File: config.mk
export PLATFORM = sky130hd
export DESIGN_NAME = patch_extractor
export DESIGN_NICKNAME = d
export VERILOG_FILES = /design/src/rtl/patch_extractor.sv
export SDC_FILE = /design/constraint.sdc
export NUM_CORES = 1
export LEC_CHECK = 0
export CELL_PAD_IN_SITES_DETAIL_PLACEMENT = 1
export CELL_PAD_IN_SITES_GLOBAL_PLACEMENT = 1
export CORE_MARGIN = 3
export CORE_UTILIZATION = 50
export CTS_CLUSTER_DIAMETER = 80
export DETAILED_ROUTE_END_ITERATION = 12
export PLACE_DENSITY = 0.84
export SLEW_MARGIN = 30
export SYNTH_ARGS = -nofsm -noshare
export SYNTH_HDL_FRONTEND = slang
export SYNTH_SLANG_ARGS = --single-unit
File: constraint.sdc
create_clock -name clk -period 21.8 [get_ports clk]
set_clock_uncertainty 0.15 [all_clocks]
set_input_delay 6.54 -clock clk [delete_from_list [all_inputs] [get_ports clk]]
set_output_delay 6.54 -clock clk [all_outputs]
set_load 0.02 [all_outputs]
File: src/rtl/patch_extractor.sv
// Patch responder: holds a 4x4 image and gathers a 3x3 patch one pixel per cycle on request.
// Optional macro PATCH_EXTRACTOR_ZERO_PAD_EN zero-pads elements that fall outside the image.
module patch_extractor #(
    parameter int DATA_W = 8
) (
    input  logic                clk,
    input  logic                reset,
    input  logic                img_we,
    input  logic [3:0]          img_waddr,
    input  logic [DATA_W-1:0]   img_wdata,
    input  logic                req,
    input  logic [3:0]          pixel_addr,
    output logic [9*DATA_W-1:0] patch,
    output logic                patch_valid,
    output logic                busy,
    output logic [1:0]          dbg_state
);

    // Handshake: req is a level held by the requester until it has seen the one-cycle
    // patch_valid pulse; a request is only accepted from IDLE, so a held req never refetches.
    typedef enum logic [1:0] {
        S_IDLE     = 2'd0,
        S_FETCH    = 2'd1,
        S_VALID    = 2'd2,
        S_WAIT_REL = 2'd3
    } state_t;

    state_t              r_state;
    state_t              w_next;
    logic [3:0]          r_k;
    logic [1:0]          r_r0;
    logic [1:0]          r_c0;
    logic [9*DATA_W-1:0] r_patch;
    logic [DATA_W-1:0]   r_img [16];

    logic [1:0]          w_i;
    logic [3:0]          w_j_full;
    logic [2:0]          w_row;
    logic [2:0]          w_col;
    logic [4:0]          w_lin;
    logic [3:0]          w_addr;
    logic [DATA_W-1:0]   w_pix;

    // Element address: i = k/3, j = k%3, row/col sums kept at 3 bits.
    always_comb begin
        w_i = 2'd0;
        if (r_k >= 4'd6) begin
            w_i = 2'd2;
        end else if (r_k >= 4'd3) begin
            w_i = 2'd1;
        end
        w_j_full = r_k - {1'b0, w_i, 1'b0} - {2'b00, w_i};
        w_row    = {1'b0, r_r0} + {1'b0, w_i};
        w_col    = {1'b0, r_c0} + {1'b0, w_j_full[1:0]};
        w_lin    = {w_row, 2'b00} + {2'b00, w_col};
        w_addr   = w_lin[3:0];
        w_pix    = r_img[w_addr];
`ifdef PATCH_EXTRACTOR_ZERO_PAD_EN
        if ((w_row > 3'd3) || (w_col > 3'd3)) begin
            w_pix = '0;
        end
`endif
    end

    // Register file reads the pre-write value in the same cycle as a write.
    always_ff @(posedge clk or posedge reset) begin
        if (reset) begin
            for (int n = 0; n < 16; n++) begin
                r_img[n] <= '0;
            end
        end else if (img_we) begin
            r_img[img_waddr] <= img_wdata;
        end
    end

    always_comb begin
        w_next = r_state;
        case (r_state)
            S_IDLE:     if (req) w_next = S_FETCH;
            S_FETCH:    if (r_k == 4'd8) w_next = S_VALID;
            S_VALID:    w_next = S_WAIT_REL;
            S_WAIT_REL: if (!req) w_next = S_IDLE;
            default:    w_next = S_IDLE;
        endcase
    end

    always_ff @(posedge clk or posedge reset) begin
        if (reset) begin
            r_state <= S_IDLE;
            r_k     <= 4'd0;
            r_r0    <= 2'd0;
            r_c0    <= 2'd0;
            r_patch <= '0;
        end else begin
            r_state <= w_next;
            if ((r_state == S_IDLE) && req) begin
                r_r0 <= pixel_addr[3:2];
                r_c0 <= pixel_addr[1:0];
                r_k  <= 4'd0;
            end else if (r_state == S_FETCH) begin
                for (int e = 0; e < 9; e++) begin
                    if (r_k == 4'(e)) begin
                        r_patch[e*DATA_W +: DATA_W] <= w_pix;
                    end
                end
                r_k <= r_k + 4'd1;
            end
        end
    end

    assign patch       = r_patch;
    assign patch_valid = (r_state == S_VALID);
    assign busy        = (r_state != S_IDLE);
    assign dbg_state   = r_state;

endmodule

==> run metrics, run 1 <==
Critical Path RT between 15 and 20 ns; Main synth FF type dfrtp_1; drt first-iter violations 375; share of layout cells above drive strength 1 0.2176; final std cells w/o fill 1102; Final Core Density 0.6179; Worst Path Class, Setup reg -> out; Net Count, Synth ~800; yosys warns 0; final wirelength between 20 and 30 mm; routed len/inst 23.79 um; Seq cells post-synth 210; Worst R2R Start r_k[0]; All-Layer GR Usage 0.2616; unrepaired setup endpoints after global routing false; area share of the largest cell type after synthesis 0.5540; ys async rst share 1.000; Max Fclk roughly 0.11 GHz; Slew Limit Headroom 0.3330; starting density of the core 0.5192; die width about 140 um; maxcap violations 0; fin crit share 0.3992; CP Capture Type primary output; Num CTS Buffers 23; Routed Antenna Nets 0; global route overflow 0; mapped cell area roughly 0.0095 mm2; clock tree sinks 210; Seq/Total Area, Yosys 0.5540; drc violations 0; maximum number of pins on one net before global-route repair about 140; hold slack about 0.34 ns; die area ~0.021 mm2; routability cong. between 0.8 and 0.9; core outline area around 0.018 mm2; count of cell types in the netlist 35; initial antenna violation count 0; Port Buf Inserts 95; status completed; Hold Vio Cnt, Final 0; FILL cells between 1.5k and 2k; nets roughly 900; I/O pin total 96; synthesized area per cell about 12 um2; n_diodes 0; DP HPWL 16.56 mm; CTS H-tree lvls 1; fin crit period 8.703 ns; Critical Path Start Type flop; ranking of synthesized cells by area dfrtp_1 55%, mux2_2 16%, a21oi_1 3.6%; Die Ht between 100 and 150 um; Clock transition at path regs 0.06 ns; critical-path maximum fanout 6; Mapped Cells just under 800; area delta synth->final 19.02%; vias in the first global route between 7k and 8k; Hold Path Class reg -> reg; Rows approximately 50; latest clock arrival within the worst-skew pair ~0.50 ns; vias per std cell a little over 6; first-pass GRT wire length approximately 42 mm; Final setup viols 0; # resized after CTS 0; Fin Setup TNS 0 ns; Final Max Slew Viols 0; TritonCTS clock tree done; Critical Path Source dbg_state[0]; root buffer cell clkbuf_16; hold_sp r_img[124]; dpl cells approximately 1.1k; First-pass DRT Iterations 4; Clock Path Buffers 3; post-CTS setup buffer count 0; number of flops mapped to enable cells by yosys 0; Hold Buf Count CTS 0; Yosys top cell by area dfrtp_1; Via Count between 6k and 7k; Worst Tran Pin Value a little under 1 ns; WP data arrival between 2 and 2.5 ns
-- cell usage in the layout (no fill, tap or decap), types with 2 or more instances in the layout --
cell             synthesis  layout
clkbuf_8                 0       5
ha_1                    15      14
nand2_1                 19      19
a2111oi_0               32      32
xnor2_1                  5       4
dfrtp_1                210     210
nor4_1                  16      16
buf_4                    3       2
mux2i_2                  6       6
and3_1                  32      32
inv_1                    7       6
or3_1                    2       2
buf_6                    3       2
nor2_1                  88      80
clkinv_2                 0       5
clkbuf_16                0      23
nor2_2                   0       8
nor2b_1                 34      34
o21ai_0                  4       4
clkdlybuf4s50_1          0      95
a21oi_1                 69      69
xor2_1                   4       3
nand3b_1                 4       4
mux2i_1                 34      34
mux2_2                 132     132
o21ai_1                  8       8
mux2i_4                  2       2
nand2b_1                 4       4
nand3_1                  2       2
clkbuf_1                38       5
-- routing by layer --
layer / track usage / vias up / share of wire
li1: - / 2932 / -
met1: 0.3280 / 3477 / 0.40
met2: 0.4585 / 191 / 0.52
met3: 0.03860 / 70 / 0.049
met4: 0.1016 / 0 / 0.035
met5: 0 / - / 0
-- critical path: stages (launching register included) --
cell,delay [ns]
dfrtp_1,0.40
inv_1,0.11
ha_1,0.29
inv_1,0.11
clkdlybuf4s50_1,0.60
-- Yosys cell counts (8+ instances only) --
| master | instances |
|---|---|
| nor4_1 | 16 |
| nor2b_1 | 34 |
| mux2_2 | 132 |
| clkbuf_1 | 38 |
| mux2i_1 | 34 |
| ha_1 | 15 |
| a2111oi_0 | 32 |
| a21oi_1 | 69 |
| nor2_1 | 88 |
| nand2_1 | 19 |
| and3_1 | 32 |
| o21ai_1 | 8 |
| dfrtp_1 | 210 |
-- state kept, by name, indices dropped and copies added, names as in the netlist --
signal and cells:
r_k 4, r_img 128, r_c0 2, r_r0 2
dbg_state 2, patch 72
-- stage by stage --
stage | setup slack [ns] | area, um2
3_5_place_dp | 12.82 | 10570
3_3_place_gp | 12.93 | 10560
5_1_grt | 13.00 | 11290
4_1_cts | 13.08 | 11250
6_report | 13.10 | 11290
2_1_floorplan | 9.372 | 9485
-- kinds of logic after synthesis --
family,Yosys count,share of synthesized area
flops,210,0.5540
simple gates,204,0.1066
mux,174,0.2060
compound gates,115,0.07413
buf+inv,57,0.02665
fa+ha+maj,16,0.02190
xor+xnor,10,0.01068
-- worst paths after layout --
path	cells after the start	endpoint	slack [ns]
worst max-delay path	4	busy	13.10
worst min-delay path	1	r_img[124]	0.34
worst max register to register	17	patch[22]	16.11
worst min register to register	1	r_img[124]	0.34
max in group asynchronous	3	r_img[5]	13.89
min in group asynchronous	2	dbg_state[0]	6.38
-- layout make-up --
cell class | instances | area [um2] | area share
tap | 229 | 286.5 | 0.02538
multi-input combinational | 519 | 4033 | 0.3572
timing repair buffer | 99 | 988.4 | 0.08755
clock buffer | 33 | 663.1 | 0.05874
inverter | 7 | 38.79 | 0.003436
clock inverter | 5 | 25.02 | 0.002217
sequential | 210 | 5255 | 0.4655
Power of run 1 is left out: the tool's default activity adds up to more than one toggle a clock period on the data nets, which glitch-free logic cannot reach.
==> run 2: changes to the inputs <==
Settings changed: CORE_UTILIZATION 50 to 46, PLACE_DENSITY 0.84 to 0.79.
Clock period 21.8 ns to 8.9 ns, I/O delays scaled along.
==> run 2 against run 1 <==
Net effect: routed wire length down 4.5%; largest cell class unchanged; final cell count up 3.4%; critical path depth up 13; first-iteration DRC count down 5.1%; via count down 2.5%; critical endpoint is now patch[18]; die area up 8.3%; flip-flop and latch count unchanged; count of clock-buffer cells in the layout up 1; hold slack worse by 0.0038 ns.
==> run metrics, run 2 (synthesis results as in run 1) <==
maximum number of pins on one net before global-route repair 144; vias in the first global route 7211; max FFs per register about 130; maxcap violations 0; Critical Path Start Type flop; Rows 51; core outline area just under 0.02 mm2; n_diodes 0; Storage cell area 0.005255 mm2; latest clock arrival within the worst-skew pair about 0.50 ns; I/O pin total 96; Die Ht between 100 and 150 um; fin crit share 0.6881; largest stage delay on the critical path about 1.2 ns; Hold Path Class reg -> reg; FILL cells ~2.0k; grt met3 use 0.03059; area of the multi-input gates between 0.004 and 0.005 mm2; critical-path cell list ha_1, nor2_1, mux2i_1, nor2_1, ha_1, inv_1, ha_1, nor2_1, xnor2_1, xnor2_1, fa_4, buf_4, nor2b_1, a2111oi_0, nor4_1, mux2i_2, a21oi_1; area delta synth->final 20.67%; GRT met2 Usage 0.4052; share of layout cells above drive strength 1 0.2263; status completed; unrepaired setup endpoints after global routing false; Slew Limit Headroom 0.3250; WP data arrival about 6.3 ns; root buffer cell clkbuf_16; die area around 0.022 mm2; First-pass DRT Iterations 4; All-Layer GR Usage 0.2286; drc violations 0; worst path bufs/invs 2; DP HPWL around 17 mm; Hold Buf Count CTS 0; Clock transition at path regs 0.06 ns; met1 usage 0.3008; clock tree sinks 210; Hold Vio Cnt, Final 0; slowest CP cell fa_4; Worst Path Class, Setup reg -> reg; starting density of the core 0.4780; initial antenna violation count 0; nets between 800 and 900; Via Count approximately 6.5k; Worst Tran Pin Value a little under 1 ns; global route overflow 0; Clock Path Buffers 3; routability cong. 0.8457; CTS H-tree lvls 1; first-pass GRT wire length approximately 40 mm; Top delay family on crit path adder cells; TritonCTS clock tree done; fin crit period 6.124 ns; final wirelength around 25 mm; routed len/inst around 22 um; drt first-iter violations roughly 360; post-CTS setup buffer count 0; die width 149.6 um; commonest non-fill, non-tap cell in the layout dfrtp_1; Num CTS Buffers 23; Critical Path RT a little over 9 ns; critical-path maximum fanout 52; Fin Setup TNS 0 ns; CP Capture Type flop; Port Buf Inserts between 90 and 100; # resized after CTS 0; Final Max Slew Viols 0; Final setup viols 0; Top reg by flops r_img; Routed Antenna Nets 0; commonest cells after routing, fill and taps aside 210 x dfrtp_1, 132 x mux2_2, 95 x clkdlybuf4s50_1, 75 x nor2_1, 69 x a21oi_1; vias per std cell about 5.7; global route hottest layer met2; Max Fclk 0.1633 GHz
## run 2: cell types whose count changed in the layout (fill, tap and decap cells not counted)
cell / delta
buf_4: +2
buf_6: -2
bufinv_16: +3
clkbuf_1: -2
clkbuf_8: +3
clkinv_2: -2
nor2_1: -5
nor2_2: +5
xor2_1: +1
xor2_2: -1
## run 2: path summary, 6_finish.rpt
path / endpoint / cells after the start / slack [ns] / from
min in group asynchronous: dbg_state[0] / 2 / 2.51 / reset
setup / recovery: patch[18] / 17 / 2.78 / r_k[1]
hold reg to reg: patch[64] / 2 / 0.34 / patch[64]
setup reg to reg: patch[18] / 17 / 2.78 / r_k[1]
max in group asynchronous: r_c0[0] / 3 / 4.64 / reset
hold / removal: patch[64] / 2 / 0.34 / patch[64]
## run 2: stage by stage
stage / hold slack, ns / instances / util / worst slack, ns / instance area, um2
after floorplan: 0.3212 / 786 / - / 0.3425 / 9485
after global placement: 0.3234 / 1100 / 0.5340 / 3.300 / 10600
after detailed placement: 0.3347 / 1100 / 0.5340 / 2.853 / 10600
after CTS: 0.3479 / 1140 / 0.5744 / 2.818 / 11400
after global routing: 0.3694 / 1140 / 0.5768 / 2.413 / 11450
final: 0.3403 / 1140 / 0.5768 / 2.776 / 11450
## run 2: layer usage
metal / wire length [um] / part of all wire
met5: 0 / 0
met4: 511 / 0.020
met3: 942 / 0.038
met2: 12890 / 0.51
met1: 10700 / 0.43
## run 2: cell type report
| class | count | share of cell area |
|---|---|---|
| inverter | 7 | 0.003389 |
| clock buffer | 34 | 0.06089 |
| timing repair buffer | 99 | 0.08570 |
| sequential | 210 | 0.4591 |
| multi-input combinational | 519 | 0.3528 |
| clock inverter | 6 | 0.009182 |
| tap | 265 | 0.02897 |
## run 2: worst min-delay path, delay by kind of cell, from the launching register on
family	cells	cell delay (ns)
and+or+nand+nor	1	0.05
DFF	1	0.34
AOI/OAI and AO/OA	1	0.06
Power of run 2 is left out for the same reason.
==> run 3: changes to the inputs <==
Settings changed: CORE_UTILIZATION 46 to 42, PLACE_DENSITY 0.79 to 0.76.
Clock period 8.9 ns to 5.25 ns, I/O delays scaled along.
==> run 3 against run 2 <==
Net effect: global-route usage is 2.7 points lower; die area is 9.1% higher; routed wire length is 0.37% lower; count of clock-buffer cells in the layout stayed put; hold slack better by 0.0026 ns; final cell count is 3.2% higher; sequential share of layout area is 1.4 points lower; core utilization is 4.0 points lower; non-clock buffer count is 19 higher; highest routed layer unchanged; register-to-register slack worse by 2.5 ns; maximum frequency is 23% higher.
==> run metrics, run 3 (synthesis results as in run 1) <==
Hold Crit Depth 2; max FFs per register approximately 130; Routed Antenna Nets 0; Hold Path Class reg -> reg; fin crit share 0.9499; final wirelength roughly 25 mm; core outline area approximately 0.022 mm2; commonest cells after routing, fill and taps aside 209 x dfrtp_1, 132 x mux2_2, 95 x clkdlybuf4s50_1, 76 x nor2_1, 69 x a21oi_1; drc violations 0; Critical Path Start Type flop; clock tree sinks 210; drt first-iter violations between 200 and 300; hold_sp patch[69]; Clock transition at path regs about 0.060 ns; Clock Path Buffers 3; Rows 54; hold path endpoint patch[69]; nets roughly 920; vias per std cell about 5.5; Hold Vio Cnt, Final 0; final std cells w/o fill 1177; Final Max Slew Viols 0; DP HPWL 16.04 mm; vias in the first global route between 6k and 7k; share of layout cells above drive strength 1 0.2508; maximum number of pins on one net before global-route repair 58; latest clock arrival within the worst-skew pair around 0.52 ns; I/O pin total 96; r2r endpoint patch[10]; n_diodes 0; die width ~160 um; Max Fclk 0.2005 GHz; All-Layer GR Usage 0.2018; Worst Path Class, Setup reg -> reg; routability cong. slightly below 0.8; commonest non-fill, non-tap cell in the layout dfrtp_1; Num CTS Buffers 24; routed len/inst 21.20 um; fin crit period between 4 and 5 ns; die area 0.02442 mm2; Final setup viols 0; Hold Buf Count CTS 0; R2R cell count 18; dpl cells between 1k and 1.5k; first-pass GRT wire length between 30 and 40 mm; First-pass DRT Iterations 4; Worst Tran Pin Value between 0.9 and 1 ns; WP data arrival around 5.2 ns; CP Capture Type flop; area delta synth->final 24.60%; Critical Path RT between 5 and 6 ns; root buffer cell clkbuf_16; initial antenna violation count 0; global route overflow 0; Via Count between 6k and 7k; Die Ht approximately 160 um; status completed; Port Buf Inserts between 90 and 100; worst reg2reg setup slack 0.26 ns; CTS H-tree lvls 1; maxcap violations 0; Slew Limit Headroom 0.3510; Worst R2R Start r_k[0]; TritonCTS clock tree done; Top reg by flops r_img; starting density of the core 0.4306; critical-path maximum fanout 20
[run 3: layout make-up]
| class | instances | area [um2] |
|---|---|---|
| fillers | 2219 | 10210 |
| flip-flops and latches | 210 | 5256 |
| clock inverters | 9 | 95.09 |
| multi-input cells | 519 | 4126 |
| repair buffers | 118 | 1261 |
| inverters | 7 | 30.03 |
| well taps | 280 | 350.3 |
| clock buffers | 34 | 699.4 |
[run 3: worst max-delay path, stage by stage, from the launching register on]
cell	delay [ns]
dfrtp_1	0.43
inv_1	0.14
ha_1	0.21
nor2_1	0.05
mux2i_1	0.15
nor2_1	0.08
ha_1	0.31
inv_1	0.04
ha_1	0.17
nor2_1	0.14
xnor2_1	0.16
xnor2_1	0.14
fa_4	1.02
buf_4	0.27
nor2b_1	0.07
a2111oi_0	0.61
nor4_2	0.15
mux2i_4	0.39
a21oi_1	0.14
[run 3: through the flow]
step	setup TNS [ns]	utilization	area [um2]	hold slack, ns	worst slack [ns]
after CTS	0	0.5254	11570	0.3455	0.03806
after global routing	-0.2834	0.5366	11820	0.3638	-0.04693
after floorplan	0	-	9489	0.3212	0.7968
final	0	0.5366	11820	0.3429	0.2630
after detailed placement	0	0.4894	10780	0.3326	0.07364
after global placement	0	0.4893	10780	0.3157	0.2223
[run 3: how the worst max path moves through the flow]
| stage | start | to | slack [ns] | cells after the start |
|---|---|---|---|---|
| floorplan | reset | dbg_state[0] | 0.80 | 1 |
| global placement | r_k[1] | patch[58] | 0.22 | 16 |
| detailed placement | r_k[1] | patch[62] | 0.07 | 17 |
| CTS | r_k[1] | patch[62] | 0.04 | 17 |
| global route | r_k[0] | patch[10] | -0.05 | 18 |
| finish | r_k[0] | patch[10] | 0.26 | 18 |
[run 3: timing repair]
| action | in CTS | in global routing |
|---|---|---|
| buffers inserted | 0 | 5 |
| gates resized for setup | 0 | 16 |
| endpoints found under the setup margin | 0 | 69 |
[run 3: layer usage]
metal | GRT usage | wire (um) | part of all wire | vias to the layer above
li1 | - | - | - | 2984
met1 | 0.2774 | 11280 | 0.45 | 3339
met2 | 0.3437 | 12320 | 0.49 | 130
met3 | 0.02683 | 951 | 0.038 | 27
met4 | 0.04502 | 393 | 0.016 | 0
met5 | 0 | 0 | 0 | -
Power of run 3 is left out for the same reason.
